**src/rtl/btn_step_pkg.sv**
```systemverilog
// Shared FSM state encoding and step-direction constants for the push-button step controller.
`timescale 1ns/1ps
package btn_step_pkg;

    typedef enum logic [1:0] {
        IDLE   = 2'd0,
        FIRST  = 2'd1,
        REPEAT = 2'd2,
        LOCK   = 2'd3
    } state_e;

    localparam logic DIR_INC = 1'b1;
    localparam logic DIR_DEC = 1'b0;

    // Picks the debounced level of the button that corresponds to a direction.
    function automatic logic sel_btn(input logic dir, input logic inc_lvl, input logic dec_lvl);
        return (dir == DIR_INC) ? inc_lvl : dec_lvl;
    endfunction

endpackage

```
**src/rtl/btn_debounce.sv**
```systemverilog
// Two-flop synchroniser followed by a consecutive-sample debouncer for one raw push-button.
`timescale 1ns/1ps
module btn_debounce
    import btn_step_pkg::*;
#(
    parameter int unsigned DEB_CYCLES = 1_000_000
) (
    input  logic clk,
    input  logic rst,
    input  logic raw_i,
    output logic level_o
);

    localparam int unsigned CNT_W = $clog2(DEB_CYCLES + 1);

    logic             sync1_q;
    logic             sync2_q;
    logic             stable_q;
    logic             stable_d;
    logic [CNT_W-1:0] cnt_q;
    logic [CNT_W-1:0] cnt_d;

    // Any sample that agrees with the stable level restarts the run of differing samples.
    always_comb begin
        stable_d = stable_q;
        cnt_d    = cnt_q;
        if (sync2_q == stable_q) begin
            cnt_d = {CNT_W{1'b0}};
        end else if (cnt_q == CNT_W'(DEB_CYCLES - 1)) begin
            stable_d = sync2_q;
            cnt_d    = {CNT_W{1'b0}};
        end else begin
            cnt_d = cnt_q + CNT_W'(1);
        end
    end

    // Synchroniser and debounce state registers.
    always_ff @(posedge clk) begin
        if (rst) begin
            sync1_q  <= 1'b0;
            sync2_q  <= 1'b0;
            stable_q <= 1'b0;
            cnt_q    <= {CNT_W{1'b0}};
        end else begin
            sync1_q  <= raw_i;
            sync2_q  <= sync1_q;
            stable_q <= stable_d;
            cnt_q    <= cnt_d;
        end
    end

    assign level_o = stable_q;

endmodule

```
**src/rtl/btn_step_ctrl.sv**
```systemverilog
// Push-button step controller: debounced inc/dec buttons -> fixed-width step pulses for the PWM stage.
// Optional auto-repeat while a button is held is built only when AUTO_REPEAT_EN is defined.
`timescale 1ns/1ps
module btn_step_ctrl
    import btn_step_pkg::*;
#(
    parameter int unsigned DEB_CYCLES   = 1_000_000,
    parameter int unsigned REPEAT_DELAY = 50_000_000,
    parameter int unsigned REPEAT_RATE  = 10_000_000,
    parameter int unsigned PULSE_LEN    = 524_288
) (
    input  logic clk,
    input  logic rst,
    input  logic inc_raw,
    input  logic dec_raw,
    output logic inc,
    output logic dec,
    output logic busy
);

    localparam int unsigned PLS_W = $clog2(PULSE_LEN + 1);

    logic             inc_db_s;
    logic             dec_db_s;
    logic             act_btn_s;
    logic             oth_btn_s;
    logic             step_req_s;
    state_e           state_q;
    state_e           state_d;
    logic             act_q;
    logic             act_d;
    logic [PLS_W-1:0] pls_cnt_q;
    logic [PLS_W-1:0] pls_cnt_d;
    logic             inc_q;
    logic             inc_d;
    logic             dec_q;
    logic             dec_d;
    logic             busy_q;
    logic             busy_d;

`ifdef AUTO_REPEAT_EN
    localparam int unsigned TMR_MAX = (REPEAT_DELAY > REPEAT_RATE) ? REPEAT_DELAY : REPEAT_RATE;
    localparam int unsigned TMR_W   = $clog2(TMR_MAX + 1);

    logic [TMR_W-1:0] tmr_q;
    logic [TMR_W-1:0] tmr_d;
`endif

    btn_debounce #(.DEB_CYCLES(DEB_CYCLES)) u_deb_inc (
        .clk     (clk),
        .rst     (rst),
        .raw_i   (inc_raw),
        .level_o (inc_db_s)
    );

    btn_debounce #(.DEB_CYCLES(DEB_CYCLES)) u_deb_dec (
        .clk     (clk),
        .rst     (rst),
        .raw_i   (dec_raw),
        .level_o (dec_db_s)
    );

    assign act_btn_s = sel_btn(act_q, inc_db_s, dec_db_s);
    assign oth_btn_s = sel_btn(~act_q, inc_db_s, dec_db_s);

    // Step FSM: a timer load of N-1 makes the next step land exactly N edges after the previous one.
    always_comb begin
        state_d    = state_q;
        act_d      = act_q;
        step_req_s = 1'b0;
`ifdef AUTO_REPEAT_EN
        tmr_d      = (tmr_q == {TMR_W{1'b0}}) ? {TMR_W{1'b0}} : (tmr_q - TMR_W'(1));
`endif
        case (state_q)
            IDLE: begin
                if (inc_db_s && dec_db_s) begin
                    state_d = LOCK;
                end else if (inc_db_s || dec_db_s) begin
                    step_req_s = 1'b1;
                    act_d      = inc_db_s ? DIR_INC : DIR_DEC;
                    state_d    = FIRST;
`ifdef AUTO_REPEAT_EN
                    tmr_d      = TMR_W'(REPEAT_DELAY - 1);
`endif
                end else begin
                    state_d = IDLE;
                end
            end
            FIRST: begin
                if (oth_btn_s) begin
                    state_d = LOCK;
                end else if (!act_btn_s) begin
                    state_d = IDLE;
`ifdef AUTO_REPEAT_EN
                end else if (tmr_q == {TMR_W{1'b0}}) begin
                    step_req_s = 1'b1;
                    tmr_d      = TMR_W'(REPEAT_RATE - 1);
                    state_d    = REPEAT;
`endif
                end else begin
                    state_d = FIRST;
                end
            end
`ifdef AUTO_REPEAT_EN
            REPEAT: begin
                if (oth_btn_s) begin
                    state_d = LOCK;
                end else if (!act_btn_s) begin
                    state_d = IDLE;
                end else if (tmr_q == {TMR_W{1'b0}}) begin
                    step_req_s = 1'b1;
                    tmr_d      = TMR_W'(REPEAT_RATE - 1);
                    state_d    = REPEAT;
                end else begin
                    state_d = REPEAT;
                end
            end
`endif
            LOCK: begin
                if (!inc_db_s && !dec_db_s) begin
                    state_d = IDLE;
                end else begin
                    state_d = LOCK;
                end
            end
            default: begin
                state_d = IDLE;
            end
        endcase
    end

    // Pulse generator: requests arriving while busy are dropped, not queued.
    always_comb begin
        pls_cnt_d = pls_cnt_q;
        inc_d     = inc_q;
        dec_d     = dec_q;
        busy_d    = busy_q;
        if (step_req_s && !busy_q) begin
            busy_d    = 1'b1;
            inc_d     = (act_d == DIR_INC);
            dec_d     = (act_d == DIR_DEC);
            pls_cnt_d = PLS_W'(PULSE_LEN - 1);
        end else if (busy_q) begin
            if (pls_cnt_q == {PLS_W{1'b0}}) begin
                busy_d = 1'b0;
                inc_d  = 1'b0;
                dec_d  = 1'b0;
            end else begin
                pls_cnt_d = pls_cnt_q - PLS_W'(1);
            end
        end else begin
            pls_cnt_d = {PLS_W{1'b0}};
        end
    end

    // FSM, direction and pulse registers.
    always_ff @(posedge clk) begin
        if (rst) begin
            state_q   <= IDLE;
            act_q     <= DIR_DEC;
            pls_cnt_q <= {PLS_W{1'b0}};
            inc_q     <= 1'b0;
            dec_q     <= 1'b0;
            busy_q    <= 1'b0;
        end else begin
            state_q   <= state_d;
            act_q     <= act_d;
            pls_cnt_q <= pls_cnt_d;
            inc_q     <= inc_d;
            dec_q     <= dec_d;
            busy_q    <= busy_d;
        end
    end

`ifdef AUTO_REPEAT_EN
    // Repeat timer register.
    always_ff @(posedge clk) begin
        if (rst) begin
            tmr_q <= {TMR_W{1'b0}};
        end else begin
            tmr_q <= tmr_d;
        end
    end
`endif

    assign inc  = inc_q;
    assign dec  = dec_q;
    assign busy = busy_q;

endmodule
```
**config.mk**
```make
export PLATFORM = sky130hd
export DESIGN_NAME = btn_step_ctrl
export DESIGN_NICKNAME = d
export VERILOG_FILES = /design/src/rtl/btn_step_pkg.sv /design/src/rtl/btn_debounce.sv /design/src/rtl/btn_step_ctrl.sv
export SDC_FILE = /design/constraint.sdc
export NUM_CORES = 1
export LEC_CHECK = 0
export BUFFER_PORTS_ARGS = -buffer_cell sky130_fd_sc_hd__buf_2
export CORE_MARGIN = 2
export CORE_UTILIZATION = 61
export DETAILED_ROUTE_END_ITERATION = 8
export PLACE_DENSITY = 0.84
export SETUP_SLACK_MARGIN = 0.2
export SLEW_MARGIN = 20
export SYNTH_ARGS = -nofsm -noshare
export SYNTH_HDL_FRONTEND = slang
export SYNTH_HIERARCHICAL = 1
export SYNTH_SLANG_ARGS = --single-unit
```
**constraint.sdc**
```tcl
create_clock -name clk -period 2.15 [get_ports clk]
set_input_delay 0.43 -clock clk [delete_from_list [all_inputs] [get_ports clk]]
set_output_delay 0.43 -clock clk [all_outputs]
set_load 0.02 [all_outputs]
```
## Yosys cells after proc, flatten, opt, wreduce, memory -nomap -nowiden

Index checks and enable logic that the tools add are counted.
Widths: inputs -> output; s select.

| storage, ports and cells | value |
|---|---|
| output and inout bits | 3 |
| logic and storage cells | 71 |
| flip-flop bits (word level) | 72 |
| input port bits | 4 |

| operators by class | value |
|---|---|
| reductions and logical operators | 17 |
| bitwise gates (word level) | 4 |
| equality and inequality tests | 7 |
| multiplexer cells | 25 |
| add/subtract/negate cells | 3 |

Operators by type and width:

| cell | count |
|---|---|
| $mux 19 | 3 |
| $add 20x1->20 const B | 2 |
| $eq 20x20->1 const B | 2 |
| $logic_not 20->1 | 1 |
| $sub 20x1->20 const B | 1 |
| $mux 1 | 18 |
| $reduce_or 3->1 | 3 |
| $mux 2 | 3 |
| $pmux 2 s3 | 1 |
| $reduce_and 2->1 | 3 |
| $not 1->1 | 4 |
| $reduce_bool 2->1 | 2 |
| $logic_and 1x1->1 | 3 |
| $logic_not 1->1 | 3 |
| $ne 3x3->1 const B | 1 |
| $eq 1x1->1 | 2 |
| $eq 2x1->1 const B | 1 |
| $eq 2x2->1 const B | 1 |
| $logic_not 2->1 | 1 |
| $logic_or 1x1->1 | 1 |

## Logic depth before layout (Yosys ltp)

| logic depth | value |
|---|---|
| depth after elaboration | 7 |
| gate-level depth with buffers | 7 |
| depth with buffers taken out | 7 |

## Hierarchy

Netlist, hierarchy kept.

Modules (own cells, without submodules):

| module | cells each | area each (sq um) | instances | seq. area each (sq um) |
|---|---|---|---|---|
| btn_debounce | 116 | 1058.5 | 2 | 460.4 |
| btn_step_ctrl | 161 | 1406.3 | 1 | 520.5 |

## Worst setup path before layout

OpenSTA, ideal clock, no wires.

| path | value |
|---|---|
| path kind | register -> register |
| start | register u_deb_dec.cnt_q[10] |
| end | register u_deb_dec.cnt_q[5] |
| required time | 2035 ps |
| buffers on the path | 1 |
| period minus slack after synthesis | 1953 ps |
| cell stages (with the launch flop) | 6 |
| setup time | 115 ps |
| arrival | 1838 ps |
| path slack | 197 ps |
| cells stage by stage | dfxtp_1 -> or4_1 -> or4_4 -> o21ai_4 -> buf_8 -> nor2_2 |

| on the way | value |
|---|---|
| cells in the longest elaborated chain, start to end | 2 |

RTL lines:

| element | RTL line | RTL |
|---|---|---|
| start: declaration | btn_debounce.sv:20 | `logic [CNT_W-1:0] cnt_q;` |
| start signal: assignment | btn_debounce.sv:43 | `cnt_q <= {CNT_W{1'b0}};` |
| start signal: assignment | btn_debounce.sv:48 | `cnt_q <= cnt_d;` |
| $eq 20x20->1 | btn_debounce.sv:29 | `end else if (cnt_q == CNT_W'(DEB_CYCLES - 1)) begin` |
| $reduce_or 3->1 (no source line) | -- |  |

Every way passes these cells.
A chain may end at the register's enable or synchronous reset.

## Final worst setup path

| path | value |
|---|---|
| start | register u_deb_dec.cnt_q[15] |
| end | register u_deb_dec.cnt_q[10] |

The elaborated chain is that of the path after synthesis.

==> flow_summary.ini <==
[run_status]
status = finished clean

[die]
die_w_microns = 80
row_count = 27
coreArea_sq_mm = 0.005540
ios = 7
die_h_microns = 80
dieArea_sq_mm = 0.006400
initial_utilization = 0.6360

[detailed_routing]
via_count = 2968
drtIter0Drc = 116
wire_per_inst_microns = 15.08
routed_wl_microns = 7390
dr.pass1.iters = 5
ant_nets = 0
vias_per_cell = 6.057
drc_errors = 0

[timing]
drv_slew = 0
setup_viol = 0
clock.fmax_mhz = 515.4
max_slew_margin = 0.7005
skew_ns = 0.009922
min_period_over_period = 0.9025
finalHoldViolCount = 0
period_minus_slack_ns = 1.940
hold_slack_ns = 0.2982
rsz0062_at_grt = true
setup_tns_ns = 0
worst_pin_slew_ns = 0.4458

[min_path]
holdPathStages = 2
hp-class = primary input to flip-flop

[critical_path]
cp_top_family = simple AND/OR/NAND/NOR gates
crit_type = flip-flop to flip-flop
cpPeakStageDelay_ns = 0.55
crit_arrival_ns = 2.17
required_ns = 2.38
crit_fanout = 9
cp_slowest_cell = or4_4
path_cells = or3b_2 -> or4_4 -> o21ai_4 -> clkbuf_16 -> nor2_2
cp.depth = 5
reg2reg_depth = 5
start_kind = flip-flop
endpoint_kind = flip-flop
cp_num_buf_inv = 1

[clocking]
cts_root_buffer = clkbuf_8
clock_latency_ns = 0.34
clk_pin_slew_ns = 0.07
h-tree-depth = 3
cts_sinks = 72
clockBufferDepth = 2
numCtsBuffers = 9
cts_hold_buf = 0
cts_tree = done

[global_routing]
antenna_found_initial = 0
grt_pass1_vias = 2618
grt_max_degree = 20
grt-ovfl-total = 0
track_usage = 0.2245
grt_pass1_wl_microns = 11450

[final_layout]
n_antenna_cell = 0
multi_input_area_sq_mm = 0.002013
nets = 423
fillCellCount = 416
drive_gt1_frac = 0.2177
area_growth_pct = 13.25
register_area_sq_mm = 0.001454

[synthesis]
synth_cells = 393
ys_seq_elements = 72
ys_types = 49
yosysTopAreaCellShare = 0.4091
synth_area_leaders = dfxtp_1 (41%), xnor2_1 (6.7%), a21oi_1 (4.1%)
synth_flop_cell = dfxtp_1
syn_area_sq_mm = 0.003523
ys_seq_area_frac = 0.4091
synth_edf_count = 0
async_flop_share = 0
ys_warn_count = 6
syn_nets = 403
synth.largest_area_cell = dfxtp_1
avgSynthCellArea_sq_um = 8.965

[power]
peakVddDrop_v = 0.0004013
leakage_nw = 1.301
sw_frac_of_total = 0.2236
seq_power_share = 0.576
p_switching_w = 0.0005195
combinationalPowerShare = 0.020
clock_power_share = 0.404
power_density_mw_per_mm2 = 582.3
internal_power_w = 0.001804

[place]
io_buffers = 6
hpwlAfterDp_microns = 4599
place_congestion = 0.7988

[flow_run]
drv_cap = 0
registers in the layout (all words and copies together) (netlist names), 2 cells and up:
register,count
state_q,2
u_deb_dec/cnt_q,20
u_deb_inc/cnt_q,20
pls_cnt_q,20
cell usage after synthesis (3+ instances only):
cell       count
a21oi_1       29
clkbuf_1      10
dfxtp_1       72
ha_1           6
inv_1         12
mux2i_1        4
nand2_1       24
nand3_1       18
nand4_1        9
nand4bb_1      3
nor2_1        35
nor2_2        20
nor2b_1        6
nor3_1        10
nor4_1        15
o211ai_1       3
o21ai_0       12
o31ai_1        6
or3_1         11
or4_1         11
xnor2_1       27
xor2_1        12
cell usage in the layout (no fill, tap or decap), types with 9 or more instances in the layout:
cell | synthesis | routed
dfxtp_1 | 72 | 64
nand4_1 | 9 | 9
inv_1 | 12 | 12
buf_4 | 0 | 12
or4_1 | 11 | 9
clkbuf_8 | 0 | 10
nand2_1 | 24 | 24
nor4_1 | 15 | 12
nor3_1 | 10 | 10
o21ai_0 | 12 | 12
a21oi_1 | 29 | 28
or3_1 | 11 | 10
nor2_1 | 35 | 34
nand3_1 | 18 | 18
xor2_1 | 12 | 12
xnor2_1 | 27 | 27
nor2_2 | 20 | 21
final cells by class:
type,count,area share
Tap cell,72,0.02258
Inverter,12,0.01129
Timing Repair Buffer,23,0.05550
Clock buffer,13,0.03732
Sequential cell,72,0.3644
Clock inverter,3,0.004390
Multi-Input combinational cell,295,0.5045
final timing paths:
kind	from	end	slack, ns
min	dec_raw	u_deb_dec/sync1_q	0.30
max reg2reg	u_deb_dec/cnt_q[15]	u_deb_dec/cnt_q[10]	0.21
max	u_deb_dec/cnt_q[15]	u_deb_dec/cnt_q[10]	0.21
min reg2reg	u_deb_dec/sync1_q	u_deb_dec/sync2_q	0.44
stage by stage:
step	cells	setup WS, ns	total power [W]	util	instance area, sq um
6_report	490	0.2096	0.002324	0.7202	3990
2_1_floorplan	393	0.2463	0.001396	-	3523
4_1_cts	483	0.2183	0.002323	0.6929	3839
5_1_grt	490	0.1627	0.002380	0.7202	3990
3_3_place_gp	467	0.2744	0.001408	0.6628	3672
3_5_place_dp	467	0.2425	0.001409	0.6628	3672
timing repair:
item | 4_1_cts | 5_1_grt
setup endpoints to repair | 0 | 29
setup buffers | 0 | 4
resized for setup | 0 | 20
layer usage:
metal / up-vias / global-route usage / share of wire
li1: 1456 / - / -
met1: 1401 / 0.2771 / 0.45
met2: 95 / 0.3758 / 0.49
met3: 16 / 0.04977 / 0.047
met4: 0 / 0.09492 / 0.017
met5: - / 0 / 0
cell families (layout without fill, tap and decap cells):
logic type | after synthesis | in the layout | synth area share
compound gates | 65 | 65 | 0.1197
mux | 4 | 4 | 0.01136
flops | 72 | 72 | 0.4091
fa+ha+maj | 6 | 6 | 0.02131
simple gates | 181 | 181 | 0.3068
buf+inv | 26 | 51 | 0.03480
xor+xnor | 39 | 39 | 0.09695
power groups by stage:
stage | combinational, W | sequential (W) | clock, W
after floorplan | 0.0000255 | 0.00137 | 0
after global placement | 0.0000368 | 0.00137 | 0
after detailed placement | 0.0000375 | 0.00137 | 0
after CTS | 0.0000377 | 0.00134 | 0.000946
after global routing | 0.0000499 | 0.00134 | 0.000991
final | 0.0000466 | 0.00134 | 0.000938
Power figures use the tool's default switching activity.
